`src/rtl/xor_coder_pkg.sv`:
```
// Shared types and helpers for the XOR stream coder: FSM states, mode encodings
// and the rolling-key byte arithmetic.
package xor_coder_pkg;

    typedef enum logic [1:0] {
        StIdle,
        StRun,
        StDone
    } state_t;

    localparam logic MODE_REPEAT = 1'b0;
    localparam logic MODE_ROLL   = 1'b1;

    // Key byte advanced by the number of completed passes over the key, wrapping at 8 bits.
    function automatic logic [7:0] roll_key_byte(input logic [7:0] key_byte,
                                                 input int unsigned pass);
        return key_byte + pass[7:0];
    endfunction

endpackage

```
`src/rtl/xor_stream_coder_if.sv`:
```
// Job request/result bundle between the message-entry logic and the coder.
interface xor_stream_coder_if #(
    parameter int unsigned MSG_BYTES = 8,
    parameter int unsigned KEY_BYTES = 1
);
    localparam int unsigned LEN_W = $clog2(MSG_BYTES + 1);

    logic                   ena;
    logic                   start;
    logic                   mode;
    logic [LEN_W-1:0]       len;
    logic [MSG_BYTES*8-1:0] message;
    logic [KEY_BYTES*8-1:0] key;
    logic [MSG_BYTES*8-1:0] coded_message;
    logic                   busy;
    logic                   done;

    modport master (
        output ena, start, mode, len, message, key,
        input  coded_message, busy, done
    );

    modport slave (
        input  ena, start, mode, len, message, key,
        output coded_message, busy, done
    );

endinterface

```
`src/rtl/xor_key_sched.sv`:
```
// Combinational key-byte generator: key bytes for message bytes idx .. idx+BYTES_PER_CYCLE-1.
module xor_key_sched
    import xor_coder_pkg::*;
#(
    parameter int unsigned KEY_BYTES       = 1,
    parameter int unsigned BYTES_PER_CYCLE = 1,
    parameter int unsigned IDX_W           = 4
) (
    input  logic [KEY_BYTES*8-1:0]       key,
    input  logic                         mode,
    input  logic [IDX_W-1:0]             idx,
    output logic [BYTES_PER_CYCLE*8-1:0] key_bytes
);

    int unsigned pos;
    logic [7:0]  base;

    always_comb begin
        key_bytes = '0;
        pos       = 0;
        base      = '0;
        for (int b = 0; b < int'(BYTES_PER_CYCLE); b++) begin
            pos  = 32'(idx) + 32'(b);
            base = key[8*(pos % KEY_BYTES) +: 8];
            key_bytes[8*b +: 8] = (mode == MODE_ROLL) ? roll_key_byte(base, pos / KEY_BYTES)
                                                      : base;
        end
    end

endmodule

```
`src/rtl/xor_stream_coder.sv`:
```
// N-byte XOR message coder with repeating or rolling multi-byte key,
// BYTES_PER_CYCLE bytes per enabled clock, start/busy/done handshake.
module xor_stream_coder
    import xor_coder_pkg::*;
#(
    parameter int unsigned MSG_BYTES       = 8,
    parameter int unsigned KEY_BYTES       = 1,
    parameter int unsigned BYTES_PER_CYCLE = 1
) (
    input logic               clk,
    input logic               rst,
    xor_stream_coder_if.slave bus
);

    localparam int unsigned LEN_W = $clog2(MSG_BYTES + 1);
    localparam int unsigned IDX_W = $clog2(MSG_BYTES + BYTES_PER_CYCLE + 1);

    state_t                 state_q;
    logic [IDX_W-1:0]       idx_q;
    logic [LEN_W-1:0]       len_q;
    logic [KEY_BYTES*8-1:0] key_q;
    logic                   mode_q;
    logic [MSG_BYTES*8-1:0] coded_q;
    logic                   busy_q;
    logic                   done_q;

    logic [LEN_W-1:0]             len_clamped;
    logic [IDX_W-1:0]             idx_next;
    logic [BYTES_PER_CYCLE*8-1:0] key_bytes;
    logic [MSG_BYTES*8-1:0]       coded_run;
    int unsigned                  pos;

    assign len_clamped = (32'(bus.len) > MSG_BYTES) ? LEN_W'(MSG_BYTES) : bus.len;
    assign idx_next    = idx_q + IDX_W'(BYTES_PER_CYCLE);

    xor_key_sched #(
        .KEY_BYTES       (KEY_BYTES),
        .BYTES_PER_CYCLE (BYTES_PER_CYCLE),
        .IDX_W           (IDX_W)
    ) u_key_sched (
        .key       (key_q),
        .mode      (mode_q),
        .idx       (idx_q),
        .key_bytes (key_bytes)
    );

    // coded_q already holds the plaintext, so coding a byte is an in-place XOR.
    always_comb begin
        coded_run = coded_q;
        pos       = 0;
        for (int b = 0; b < int'(BYTES_PER_CYCLE); b++) begin
            pos = 32'(idx_q) + 32'(b);
            if (pos < 32'(len_q)) begin
                coded_run[8*pos +: 8] = coded_q[8*pos +: 8] ^ key_bytes[8*b +: 8];
            end
        end
    end

    always_ff @(posedge clk or posedge rst) begin
        if (rst) begin
            state_q <= StIdle;
            idx_q   <= '0;
            len_q   <= '0;
            key_q   <= '0;
            mode_q  <= MODE_REPEAT;
            coded_q <= '0;
            busy_q  <= 1'b0;
            done_q  <= 1'b0;
        end else if (bus.ena) begin
            unique case (state_q)
                StIdle: begin
                    busy_q <= 1'b0;
                    done_q <= 1'b0;
                    if (bus.start) begin
                        key_q   <= bus.key;
                        mode_q  <= bus.mode;
                        len_q   <= len_clamped;
                        coded_q <= bus.message;
                        idx_q   <= '0;
                        busy_q  <= 1'b1;
                        if (bus.len == '0) begin
                            state_q <= StDone;
                            done_q  <= 1'b1;
                        end else begin
                            state_q <= StRun;
                        end
                    end
                end
                StRun: begin
                    coded_q <= coded_run;
                    idx_q   <= idx_next;
                    if (idx_next >= IDX_W'(len_q)) begin
                        state_q <= StDone;
                        done_q  <= 1'b1;
                    end
                end
                StDone: begin
                    state_q <= StIdle;
                    busy_q  <= 1'b0;
                    done_q  <= 1'b0;
                end
                default: begin
                    state_q <= StIdle;
                    busy_q  <= 1'b0;
                    done_q  <= 1'b0;
                end
            endcase
        end
    end

    assign bus.coded_message = coded_q;
    assign bus.busy          = busy_q;
    assign bus.done          = done_q;

endmodule

```
`src/flat_wrapper.sv`:
```
// flat-port wrapper written by rule: the top's interface ports become plain ports
module xor_stream_coder_flat import xor_coder_pkg::*;
#(
    parameter int unsigned MSG_BYTES       = 8,
    parameter int unsigned KEY_BYTES       = 1,
    parameter int unsigned BYTES_PER_CYCLE = 1
)
  (clk, rst, bus_ena, bus_start, bus_mode, bus_len, bus_message, bus_key, bus_coded_message, bus_busy, bus_done);
  xor_stream_coder_if #(.MSG_BYTES(MSG_BYTES), .KEY_BYTES(KEY_BYTES)) bus_i ();
  input logic clk;
  input logic rst;
  input wire logic [$bits(bus_i.ena)-1:0] bus_ena;
  input wire logic [$bits(bus_i.start)-1:0] bus_start;
  input wire logic [$bits(bus_i.mode)-1:0] bus_mode;
  input wire logic [$bits(bus_i.len)-1:0] bus_len;
  input wire logic [$bits(bus_i.message)-1:0] bus_message;
  input wire logic [$bits(bus_i.key)-1:0] bus_key;
  output wire logic [$bits(bus_i.coded_message)-1:0] bus_coded_message;
  output wire logic [$bits(bus_i.busy)-1:0] bus_busy;
  output wire logic [$bits(bus_i.done)-1:0] bus_done;
  assign bus_i.ena = bus_ena;
  assign bus_i.start = bus_start;
  assign bus_i.mode = bus_mode;
  assign bus_i.len = bus_len;
  assign bus_i.message = bus_message;
  assign bus_i.key = bus_key;
  assign bus_coded_message = bus_i.coded_message;
  assign bus_busy = bus_i.busy;
  assign bus_done = bus_i.done;
  xor_stream_coder #(.MSG_BYTES(MSG_BYTES), .KEY_BYTES(KEY_BYTES), .BYTES_PER_CYCLE(BYTES_PER_CYCLE)) u_core (.clk(clk), .rst(rst), .bus(bus_i));
endmodule
```
`config.mk`:
```
export PLATFORM = sky130hd
export DESIGN_NAME = xor_stream_coder_flat
export DESIGN_NICKNAME = d
export VERILOG_FILES = /design/src/rtl/xor_coder_pkg.sv /design/src/rtl/xor_stream_coder_if.sv /design/src/rtl/xor_key_sched.sv /design/src/rtl/xor_stream_coder.sv /design/src/flat_wrapper.sv
export SDC_FILE = /design/constraint.sdc
export NUM_CORES = 1
export LEC_CHECK = 0
export CAP_MARGIN = 25
export CORE_ASPECT_RATIO = 1.25
export CORE_MARGIN = 5
export CORE_UTILIZATION = 48
export DETAILED_ROUTE_END_ITERATION = 10
export PLACE_DENSITY = 0.77
export SLEW_MARGIN = 20
export SYNTH_ARGS = -nofsm -noshare
export SYNTH_HDL_FRONTEND = slang
export SYNTH_SLANG_ARGS = --single-unit
```
`constraint.sdc`:
```
create_clock -name clk -period 3.5 [get_ports clk]
set_input_delay 0.35 -clock clk [delete_from_list [all_inputs] [get_ports clk]]
set_output_delay 0.35 -clock clk [all_outputs]
set_load 0.1 [all_outputs]
```
; ---- Yosys cells after proc, flatten, opt, wreduce, memory -nomap -nowiden
; Cells that the tools add are included.
[word_totals]
in_bits = 81
output_inout_bits = 66
wordCells = 50
register_bits = 85
[classes]
magnitude_cmp = 3
mux = 18
n_eq_ne = 4
n_bitwise = 2
n_reduce_logical = 9
shifts = 3
add_sub_neg = 3
[op_table]
columns = cell, n
row1 = 2-to-1 mux 64 bit, 2
row2 = one-hot mux 64 bit (2 select lines), 1
row3 = bitwise mux 64 bit, 1
row4 = "variable shift 8 x 34 -> 64 bit, first input constant", 1
row5 = indexed part select 64 x 8 -> 8 bit, 1
row6 = indexed part select 8 x 34 -> 64 bit, 1
row7 = negator 7 -> 34 bit, 1
row8 = AND reduction 3 bit, 3
row9 = adder 8 x 4 -> 8 bit, 1
row10 = 2-to-1 mux 4 bit, 2
row11 = 2-to-1 mux 8 bit, 1
row12 = one-hot mux 4 bit (2 select lines), 1
row13 = bitwise XOR 8 bit, 1
row14 = 2-to-1 mux 2 bit, 3
row15 = "adder 4 x 1 -> 4 bit, second input constant", 1
row16 = >= comparator 4 bit, 1
row17 = "greater-than comparator 4 bit, second input constant", 1
row18 = logical NOT 4 bit, 1
row19 = < comparator 4 bit, 1
row20 = 2-to-1 mux 1 bit, 4
row21 = "inequality test 2 x 1 -> 1 bit, second input constant", 2
row22 = one-hot mux 1 bit (2 select lines), 2
row23 = one-hot mux 2 bit (2 select lines), 1
row24 = AND reduction 2 bit, 2
row25 = 6 further kinds, 6

; ---- Logic depth before layout (Yosys ltp)
; Gate-level depths: netlist of the first run.
[depth]
word_depth = 7
mapped_depth = 12
ltp_nobuf = 9

; ---- Modules after synthesis
; A second synthesis of the first run with hierarchy kept.
[hier_totals]
cells_unflattened = 569
hier_area_um2 = 5551.6
[by_module_without_submodules]
columns = module, seq_area_each_um2, area_per_inst_um2, instances, cells_each
row1 = xor_stream_coder, 2127.0, 5218.8, 1, 523
row2 = xor_key_sched, 0.0, 332.8, 1, 46

; ---- Worst setup path after synthesis of the first run
; OpenSTA, ideal clock, no wires.
[synth_timing]
path_kind = reg-to-reg
from = reg u_core.idx_q[0]
to = reg u_core.coded_q[55] (netlist: u_core.bus.coded_message[55])
arrival_time_ns = 2.513
synth_period_minus_slack_ns = 2.655
path_buffers = 4
path_stages_with_launch = 12
t_required_ns = 3.357
path_slack_ns = 0.845
setup_time_ns = 0.143
cell_sequence = dfrtp_1 buf_6 buf_4 inv_1 ha_1 clkbuf_1 nor2b_1 a21oi_1 or2_2 clkbuf_1 a21oi_1 o22ai_1
[synth_between]
elab_chain_len = 7
elab_cells_between_ends = 13
classes_between = add/sub (2) / order compare (1) / eq/ne (1) / shift (3) / mux (4) / bitwise (1) / reduce/logical (1)
[synth_lines]
columns = item, line_no
row1 = start: declaration, xor_stream_coder.sv:19  ; logic [IDX_W-1:0] idx_q;
row2 = start signal: assignment, xor_stream_coder.sv:91  ; idx_q <= idx_next;
row3 = adder 8 x 4 -> 8 bit, xor_coder_pkg.sv:17  ; return key_byte + pass[7:0];
row4 = 2-to-1 mux 8 bit, xor_key_sched.sv:25  ; key_bytes[8*b +: 8] = (mode == MODE_ROLL) ? roll_key_byte(base, pos / KEY_BYTES)
row5 = bitwise XOR 8 bit, xor_stream_coder.sv:54  ; coded_run[8*pos +: 8] = coded_q[8*pos +: 8] ^ key_bytes[8*b +: 8];
row6 = indexed part select 8 x 34 -> 64 bit, xor_stream_coder.sv:54
row7 = bitwise mux 64 bit, xor_stream_coder.sv:54
row8 = 2-to-1 mux 64 bit, xor_stream_coder.sv:53  ; if (pos < 32'(len_q)) begin
row9 = one-hot mux 64 bit (2 select lines), xor_stream_coder.sv:70  ; unique case (state_q)
row10 = end signal: assignment, xor_stream_coder.sv:78  ; coded_q <= bus.message;
row11 = end signal: assignment, xor_stream_coder.sv:90  ; coded_q <= coded_run;
row12 = end: declaration, xor_stream_coder.sv:23  ; logic [MSG_BYTES*8-1:0] coded_q;
; Several ways; a longest one is shown, not always the timed one. The select of a mux whose other input is x is not followed.
; A chain may end at the register's enable or synchronous reset.

; ---- Worst setup path after layout of the first run
[layout_timing]
from = reg u_core.idx_q[2]
to = reg u_core.coded_q[6] (netlist: u_core.bus.coded_message[6])
; Same word-level chain as after synthesis.

==> flow_summary.json, run 1 <==
{
  "outcome": "complete, no violations",
  "worstSetupStartpointType": "flip-flop",
  "gp_routability_congestion": 0.935,
  "clk_pin_slew_ns": 0.06,
  "worst-endpoint-arrival_ns": 3.22,
  "syn2layout_area_growth_pct": 37.1,
  "ys.flop_type": "dfrtp_1",
  "ioPinCount": 147,
  "fp.coreArea_mm2": 0.0105,
  "slew_violations": 0,
  "initial_core_util": 0.484,
  "synth.top_cell.area_share": 0.418,
  "hp-class": "input pin to async pin",
  "reg2reg_to": "u_core.bus.coded_message[6]",
  "yosysSeqAreaShare": 0.418,
  "rsz0062_at_grt": "no",
  "setup.worst_path.end": "u_core.bus.coded_message[6]",
  "setup.reg_to_reg.worst_slack_ns": 0.47,
  "ys_types": 63,
  "dr.pass1.iters": 5,
  "drtAntennaViolNets": 0,
  "cp-startpoint": "u_core.idx_q[2]",
  "worstPathRequired_ns": 3.69,
  "wl_per_cell_um": 21.5,
  "fin_clk_skew_ns": 0.00832,
  "crit-reg2reg-launch": "u_core.idx_q[2]",
  "cts-root-to-sink-buffers": 2,
  "wirelength_mm": 17.2,
  "critPathMaxFanout": 18,
  "synth_cells": 518,
  "overflow": 0,
  "post-dp-hpwl_mm": 13.1,
  "vias_after_detailed_routing": 4905,
  "post_cts_buffers": 0,
  "worst_r2r_path_depth": 7,
  "die_area_mm2": 0.0128,
  "post_route_cells_drive_above_1_share": 0.0960,
  "cts_hold_repair.buffers": 0,
  "avgSynthCellArea_um2": 9.83,
  "worst_setup_path_end_kind": "flip-flop",
  "root_buffer": "clkbuf_16",
  "initial_antenna_violation_count": 0,
  "slew_headroom": 0.326,
  "ys_top_cells_by_area": "dfrtp_1 (42%), a21oi_1 (4.6%), mux2i_1 (4.5%)",
  "rows": 42,
  "n_antenna_cell": 0,
  "cap_viol_max_count": 0,
  "number_of_enable_type_register_cells_in_the_synthesized_netlist": 0,
  "numClockSinks": 85,
  "timing_worst_setup_path_type": "flip-flop to flip-flop",
  "place.port_buffers": 146,
  "grt_start_max_net_pins": 36,
  "finalWorstPathRequiredPeriod_ns": 3.03,
  "synth_warnings": 0,
  "tritoncts": "done",
  "synthDominantAreaCellType": "dfrtp_1",
  "die_width_um": 102,
  "cts_made_buffers": 9,
  "die_height_um": 125,
  "cts-htree-levels": 3,
  "final_hold_viol_count": 0,
  "syn_nets": 615,
  "ys_async_sr_fraction": 1.00,
  "drc_errors": 0,
  "wire_length_of_the_first_global_routing_pass_mm": 27.2,
  "number_of_global_route_vias_before_repair": 5050,
  "tns_ns": 0,
  "cts_repair_resize_count": 0,
  "setup-violations-final": 0,
  "fin_crit_sh": 0.866,
  "mappedNetlistArea_mm2": 0.00509,
  "clkLatencyLatePin_ns": 0.35,
  "tightest_slew_ns": 1.01,
  "overall_track_demand_over_capacity_in_global_routing": 0.274,
  "synth-seq-cells": 85,
  "finalNetCount": 759,
  "first_iteration_detailed_routing_drc_count": 456,
  "timing.fmax_mhz": 330,
  "via_per_instance_ratio": 6.14
}
-- sequential cells by signal, summed over array words and instances, names as in the netlist --
register	count
u_core.bus.busy	1
u_core.bus.coded_message	64
u_core.mode_q	1
u_core.state_q	2
u_core.idx_q	4
u_core.bus.done	1
u_core.key_q	8
u_core.len_q	4
-- cells by family after synthesis --
logic type,after synthesis,share of synthesized area
DFF,85,0.418
adders and majority gates,16,0.0408
muxes,39,0.115
buffers and inverters,43,0.0415
xor gates and xnor gates,16,0.0290
and+or+nand+nor,163,0.166
AOI/OAI and AO/OA,156,0.190
-- cell type report --
| cell class | instances | area, µm² |
|---|---|---|
| Clock buffer | 11 | 243 |
| Clock inverter | 5 | 60.1 |
| Fill cell | 831 | 3530 |
| Inverter | 15 | 57.6 |
| Multi-Input combinational cell | 390 | 2760 |
| Sequential cell | 85 | 2130 |
| Tap cell | 132 | 165 |
| Timing Repair Buffer | 161 | 1570 |
-- cell usage in the layout, fill, tap and decap left out, drive strengths merged, types with 11 or more instances in the layout --
cell | synthesis | layout
clkbuf | 13 | 11
clkdlybuf4s50 | 0 | 146
o22ai | 35 | 35
ha | 15 | 15
a21oi | 49 | 49
buf | 15 | 15
nand2 | 51 | 51
mux2i | 23 | 23
inv | 15 | 14
and2 | 17 | 17
mux4 | 14 | 14
dfrtp | 85 | 85
o21ai | 37 | 37
nor2 | 49 | 49
-- critical path: stages, from the launching register on --
cell and delay (ns):
dfrtp_1 0.80, ha_1 0.41, nor2b_1 0.16, o21a_1 0.17
o2111ai_1 0.21, xor2_1 0.12, xnor2_1 0.77, o221ai_1 0.23
-- cells in the mapped netlist (all sizes together) (9+ instances only) --
| library cell | count |
|---|---|
| dfrtp | 85 |
| mux4 | 14 |
| a21oi | 49 |
| o22ai | 35 |
| and2 | 17 |
| mux2i | 23 |
| inv | 15 |
| xnor2 | 10 |
| clkbuf | 13 |
| nor3b | 9 |
| nor2 | 49 |
| nand2 | 51 |
| buf | 15 |
| ha | 15 |
| o21ai | 37 |
-- per-layer routing --
layer  GRT usage  part of all wire  vias up
met5           0                 0        -
met4       0.138             0.046        0
met3      0.0518             0.077       52
met2       0.451              0.51      258
met1       0.339              0.37     2409
li1            -                 -     2186
-- per-stage QoR --
| stage | setup WS, ns | area [µm²] | util | hold slack (ns) | cells |
|---|---|---|---|---|---|
| finish | 0.468 | 6980 | 0.664 | 0.340 | 799 |
| global route | 0.352 | 6980 | 0.664 | 0.401 | 799 |
| CTS | 0.595 | 6980 | 0.664 | 0.359 | 799 |
| detailed placement | 0.610 | 6680 | 0.635 | 0.469 | 783 |
| global placement | 0.717 | 6680 | 0.635 | 0.464 | 783 |
| floorplan | 0.845 | 5090 | - | 0.455 | 518 |
-- worst min-delay path by stage --
stage / startpoint / end / depth (start not counted)
2_1_floorplan: bus_key[0] / u_core.key_q[0] / 2
3_3_place_gp: u_core.bus.busy / u_core.bus.busy / 2
3_5_place_dp: u_core.bus.busy / u_core.bus.busy / 2
4_1_cts: rst / u_core.bus.coded_message[37] / 2
5_1_grt: rst / u_core.bus.coded_message[45] / 2
6_report: rst / u_core.bus.coded_message[6] / 2
Power of run 1 is not shown: default switching activity piles up to over one toggle a cycle in this logic, so the estimate is an artifact.
==> run 2: changes to the inputs <==
- CORE_UTILIZATION: 48 -> 50
- CTS_BUF_LIST: not set -> sky130_fd_sc_hd__clkbuf_4 sky130_fd_sc_hd__clkbuf_8
- PLACE_DENSITY: 0.77 -> 0.8
- TNS_END_PERCENT: not set -> 100
- clock period: 3.5 -> 3.4 ns (I/O delays scaled with it)
==> run 2 against run 1 <==
Worst setup slack worse by 0.10 ns. Maximum frequency down 0.13%. First-iteration DRC count up 12%. Routed wire length down 0.14%. Register-to-register slack worse by 0.10 ns. Die area down 3.6%. Cell count down 0.50%. Sequential share of layout area up 0.52 points. Global-route usage up 1.0 points. Sequential cell count unchanged. Clock skew down 0.0023 ns. Critical path type unchanged. Critical endpoint is now u_core.bus.coded_message[49].
==> flow_summary.json, run 2 (same netlist as run 1, synthesis figures left out) <==
{
  "cts-root-to-sink-buffers": 2,
  "cts-htree-levels": 3,
  "layout.cells.most_common_list": "clkdlybuf4s50_1 (146), dfrtp_1 (85), nand2_1 (51), a21oi_1 (47), nor2_1 (45)",
  "tritoncts": "done",
  "worstSetupStartpointType": "flip-flop",
  "critPathMaxFanout": 13,
  "post_cts_buffers": 0,
  "timing_worst_setup_path_type": "flip-flop to flip-flop",
  "tns_ns": 0,
  "tightest_slew_ns": 1.00,
  "post-dp-hpwl_mm": 13.0,
  "fillers": 784,
  "cts_repair_resize_count": 0,
  "die_height_um": 123,
  "overflow": 0,
  "multi_input_area_mm2": 0.00276,
  "worst-endpoint-arrival_ns": 3.31,
  "vias_after_detailed_routing": 4886,
  "root_buffer": "clkbuf_8",
  "post_dp_cell_area_mm2": 0.00668,
  "wl_per_cell_um": 21.6,
  "grt_use_met2": 0.468,
  "wirelength_mm": 17.2,
  "die_area_mm2": 0.0123,
  "via_per_instance_ratio": 6.15,
  "die_width_um": 100,
  "post-route-util": 0.683,
  "path_buf_inv": 1,
  "first_iteration_detailed_routing_drc_count": 509,
  "n_antenna_cell": 0,
  "slew_headroom": 0.329,
  "fin_hold_ws_ns": 0.447,
  "wire_length_of_the_first_global_routing_pass_mm": 26.7,
  "numClockSinks": 85,
  "rows": 41,
  "worstPathRequired_ns": 3.67,
  "timing.fmax_mhz": 329,
  "post_route_cells_drive_above_1_share": 0.0961,
  "drc_errors": 0,
  "flip_flop_count_of_the_largest_register_all_copies_and_words_added": 64,
  "dr.pass1.iters": 6,
  "fin_crit_sh": 0.893,
  "final_design_area_no_fill_mm2": 0.00687,
  "grt_start_max_net_pins": 60,
  "initial_antenna_violation_count": 0,
  "cts_made_buffers": 9,
  "slew_violations": 0,
  "finalWorstPathRequiredPeriod_ns": 3.04,
  "ff_latch_area_mm2": 0.00213,
  "grt_util_met1": 0.357,
  "clk_pin_slew_ns": 0.08,
  "globalRouteMet3Util": 0.0495,
  "gp_routability_congestion": 0.980,
  "overall_track_demand_over_capacity_in_global_routing": 0.285,
  "finalNetCount": 759,
  "clkLatencyLatePin_ns": 0.36,
  "drtAntennaViolNets": 0,
  "final_hold_viol_count": 0,
  "place.port_buffers": 146,
  "fp.coreArea_mm2": 0.0101,
  "hp-class": "input pin to async pin",
  "timing.critical_path.max_delay_family": "simple AND/OR/NAND/NOR gates",
  "worst_setup_path_end_kind": "flip-flop",
  "most_frequent_standard_cell_in_the_layout_excluding_fill_and_tap_cells": "clkdlybuf4s50_1",
  "outcome": "complete, no violations",
  "syn2layout_area_growth_pct": 34.8,
  "fin_clk_skew_ns": 0.00605,
  "rsz0062_at_grt": "no",
  "setup.reg_to_reg.worst_slack_ns": 0.36,
  "initial_core_util": 0.506,
  "critical_path_s_slowest_cell": "dfrtp_1",
  "grt_most_used_layer": "met2",
  "cts_hold_repair.buffers": 0,
  "cap_viol_max_count": 0,
  "critical_path.max_stage_delay_ns": 0.62,
  "crit_chain": "buf_4, nor3_1, ha_1, and2b_1, a21boi_2, nor3b_1, nand3_1, o22ai_1",
  "setup-violations-final": 0,
  "ioPinCount": 147,
  "number_of_global_route_vias_before_repair": 4902
}
[run 2: metrics by stage]
stage               setup slack [ns]  cells
global placement               0.579    780
CTS                            0.408    795
floorplan                      0.745    518
finish                         0.364    795
global route                   0.143    795
detailed placement             0.423    780
[run 2: area by class of cell]
class | count | share of cell area
multi-input combinational | 390 | 0.401
sequential | 85 | 0.310
timing repair buffer | 161 | 0.229
tap | 129 | 0.0235
clock buffer | 13 | 0.0224
inverter | 15 | 0.00857
clock inverter | 2 | 0.00510
[run 2: layer usage]
metal / share of wire / up-vias
li1: - / 2174
met3: 0.078 / 54
met4: 0.047 / 0
met2: 0.51 / 277
met1: 0.37 / 2381
met5: 0 / -
[run 2: worst paths after layout]
kind	end	depth (start not counted)	from
setup / recovery	u_core.bus.coded_message[49]	8	u_core.idx_q[2]
hold / removal	u_core.bus.done	2	rst
setup reg to reg	u_core.bus.coded_message[49]	8	u_core.idx_q[2]
hold reg to reg	u_core.bus.busy	2	u_core.bus.busy
max in group asynchronous	u_core.bus.coded_message[45]	3	rst
min in group clk	u_core.bus.busy	2	u_core.bus.busy
[run 2: worst register-to-register path, delay by kind of cell (launching register included)]
family	cells	cell delay (ns)
flops	1	0.62
fa+ha+maj	1	0.31
simple gates	4	1.14
buf+inv	1	0.30
compound gates	2	0.59
Power of run 2 is left out for the same reason.
==> run 3: changes to the inputs <==
- CTS_CLUSTER_SIZE: not set -> 14
==> results of run 3 <==
No change in the layout: final DEF, timing and power equal those of run 2.
Power of run 3 is left out for the same reason.
==> RTL edit, RTL diff (settings of run 2) <==
Make the reset (`rst`) synchronous in one clocked block.
--- a/src/rtl/xor_stream_coder.sv
+++ b/src/rtl/xor_stream_coder.sv
@@ -56,7 +56,7 @@
         end
     end
 
-    always_ff @(posedge clk or posedge rst) begin
+    always_ff @(posedge clk) begin
         if (rst) begin
             state_q <= StIdle;
             idx_q   <= '0;
Formal check against the unedited RTL: differs if rst is asserted again (counterexample within 4 cycles, from zero or initial values and one cycle with rst high); with rst held inactive, the same outputs for 4 cycles.
==> RTL edit against run 2 <==
Via count increased by 4.8%. Synthesized area decreased by 3.5%. Critical path type unchanged. Wire length decreased by 1.3%. Design area decreased by 3.6%. Sequential cell count unchanged. Die area decreased by 3.2%. First-iteration DRC count increased by 6.5%. Sequential share of layout area decreased by 5.3 points. Worst setup slack improved by 0.10 ns. Synthesized cell count increased by 6.9%. Critical path depth increased by 1.
Power is left out: it rests on default switching activity, and per cell area and clock period it moved more than threefold.
==> RTL edit: results (changes against run 2) <==
The launching point of the worst reg2reg path is u_core.idx_q[0]$_SDFFE_PP0P_ (was u_core.idx_q[2]$_DFFE_PP0P_). For the post-CTS setup-driven buffer insertion count, the log shows 0 (unchanged). The average via count per standard cell is 6.27 (was 6.15). Share of layout cells above drive strength 1: 0.0999 (was 0.0961).

The largest fanout on the critical path works out to 21 (was 13). The tools report the total nets after synthesis as 651 (was 615). The post-detailed-route wirelength per cell came out at 20.7 um (was 21.6 um). The dominant delay contributor by cell family on the critical path is compound AO/OA/AOI/OAI gates (was simple AND/OR/NAND/NOR gates). The routability-driven placement congestion ratio was 0.924 (was 0.980). The tools report the violation count after the first detailed-route iteration as 542 (was 509). Cell types with the highest counts after synthesis: 86 x sky130_fd_sc_hd__nor2_1, 85 x sky130_fd_sc_hd__dfxtp_1, 56 x sky130_fd_sc_hd__nand2_1, 36 x sky130_fd_sc_hd__a221oi_1, 23 x sky130_fd_sc_hd__o21ai_1 (was 85 x sky130_fd_sc_hd__dfrtp_1, 51 x sky130_fd_sc_hd__nand2_1, 47 x sky130_fd_sc_hd__a21oi_1, 45 x sky130_fd_sc_hd__nor2_1, 35 x sky130_fd_sc_hd__o22ai_1).

The run gives 5 (was 6) as the number of iterations in the first detailed-routing pass. The flip-flop count of the largest register after layout came out at 64 (unchanged). The tools report the capturing element of the worst setup path as u_core.bus.coded_message[45]$_SDFFE_PP0P_ (was u_core.bus.coded_message[49]$_DFFE_PP0P_).

The logs give 0 (unchanged) for the number of antenna violations at the first check in global routing and 0.330 (was 0.329) for the relative slew slack. Main area contributors after synthesis: sky130_fd_sc_hd__dfxtp_1 35%, sky130_fd_sc_hd__mux4_2 7.3%, sky130_fd_sc_hd__nor2_1 6.6% (was sky130_fd_sc_hd__dfrtp_1 42%, sky130_fd_sc_hd__a21oi_1 4.6%, sky130_fd_sc_hd__mux2i_1 4.5%). The type of the most critical hold path was reg -> reg (was in -> async). Largest net degree at the start of global routing: 45 (was 60).

The tools report the number of global-route vias before repair as 5,149 (was 4,902). The run finished with clean final reports. Classification of the worst setup path: reg -> reg (unchanged).

The tools report the final setup skew as 0.0184 ns (was 0.00605 ns). The logs give 0.47 ns (was 0.36 ns) for the reg-to-reg setup timing slack and 9 (unchanged) for the total CTS buffers. The critical path's largest stage delay works out to 0.69 ns (was 0.62 ns). The slowest library cell on the worst path is sky130_fd_sc_hd__o21ai_1 (was sky130_fd_sc_hd__dfrtp_1).

The portion of the post-synthesis area used by sequential elements came out at 0.346 (was 0.418). The distinct cell type count after synthesis was 62 (was 63). The global-route wire length before repair is 26,500 um (was 26,700 um). The final HPWL from detailed placement was 12,700 um (was 13,000 um); the share of flip-flops with an asynchronous set or reset after synthesis was 0 (was 1.00). For the all-layer global routing usage, the log shows 0.276 (was 0.285). The arrival time reported for the critical path endpoint was 3.21 ns (was 3.31 ns); the net count reported at finish was 783 (was 759).
==> RTL edit: cell types whose count changed after synthesis, moves of 19 or more <==
cell | run 2 | this run
sky130_fd_sc_hd__o22ai_1 | 35 | 14
sky130_fd_sc_hd__o21ai_1 | 4 | 23
sky130_fd_sc_hd__dfrtp_1 | 85 | 0
sky130_fd_sc_hd__nor2_1 | 45 | 86
sky130_fd_sc_hd__a221oi_1 | 0 | 36
sky130_fd_sc_hd__a21oi_1 | 47 | 21
sky130_fd_sc_hd__dfxtp_1 | 0 | 85
==> RTL edit: stage by stage <==
step / setup slack [ns] / hold slack (ns) / instance area, um^2 / utilization / cells
CTS: 0.541 / 0.466 / 6620 / 0.689 / 817
finish: 0.467 / 0.458 / 6620 / 0.689 / 817
global placement: 0.662 / 0.443 / 6420 / 0.668 / 801
detailed placement: 0.515 / 0.452 / 6420 / 0.668 / 801
global route: 0.314 / 0.493 / 6620 / 0.689 / 817
floorplan: 0.871 / 0.432 / 4910 / - / 554
==> RTL edit: area by class of cell <==
cell class              instances  area, um^2
fillers                       785        2990
well taps                     126         158
clock inverters                 7        77.6
inverters                      14        52.6
repair buffers                156        1540
flip-flops and latches         85        1700
multi-input cells             420        2970
clock buffers                   9         124
==> RTL edit: metal layers <==
layer	GRT usage	wire, um
met2	0.483	8680
met4	0.122	587
met1	0.330	6300
met5	0	0
met3	0.0473	1380
==> RTL edit: cell families (layout without fill, tap and decap cells) <==
group                      count (synthesis)  count (layout)  synth area share
xor gates and xnor gates                  13              13            0.0443
and+or+nand+nor                          198             198             0.183
DFF                                       85              85             0.346
AOI/OAI and AO/OA                        170             170             0.246
muxes                                     23              23            0.0879
buffers and inverters                     49             186            0.0502
adders and majority gates                 16              16            0.0423
==> RTL edit: how the worst min path moves through the flow <==
stage / endpoint / slack, ns
final: u_core.len_q[2]$_SDFFE_PP0P_ / 0.46
after global routing: u_core.len_q[3]$_SDFFE_PP0P_ / 0.49
after CTS: u_core.len_q[2]$_SDFFE_PP0P_ / 0.47
after detailed placement: u_core.len_q[2]$_SDFFE_PP0P_ / 0.45
after global placement: u_core.bus.done$_SDFFE_PP0P_ / 0.44
after floorplan: u_core.len_q[1]$_SDFFE_PP0P_ / 0.43
==> RTL edit: worst reg2reg max path: cells and delay by family (launching register included) <==
| kind | cells | cell delay [ns] |
|---|---|---|
| buffers and inverters | 1 | 0.36 |
| adder cells (fa/ha/maj) | 1 | 0.31 |
| AO/OA/AOI/OAI | 4 | 1.20 |
| flip-flops | 1 | 0.51 |
| AND/OR/NAND/NOR | 3 | 0.48 |
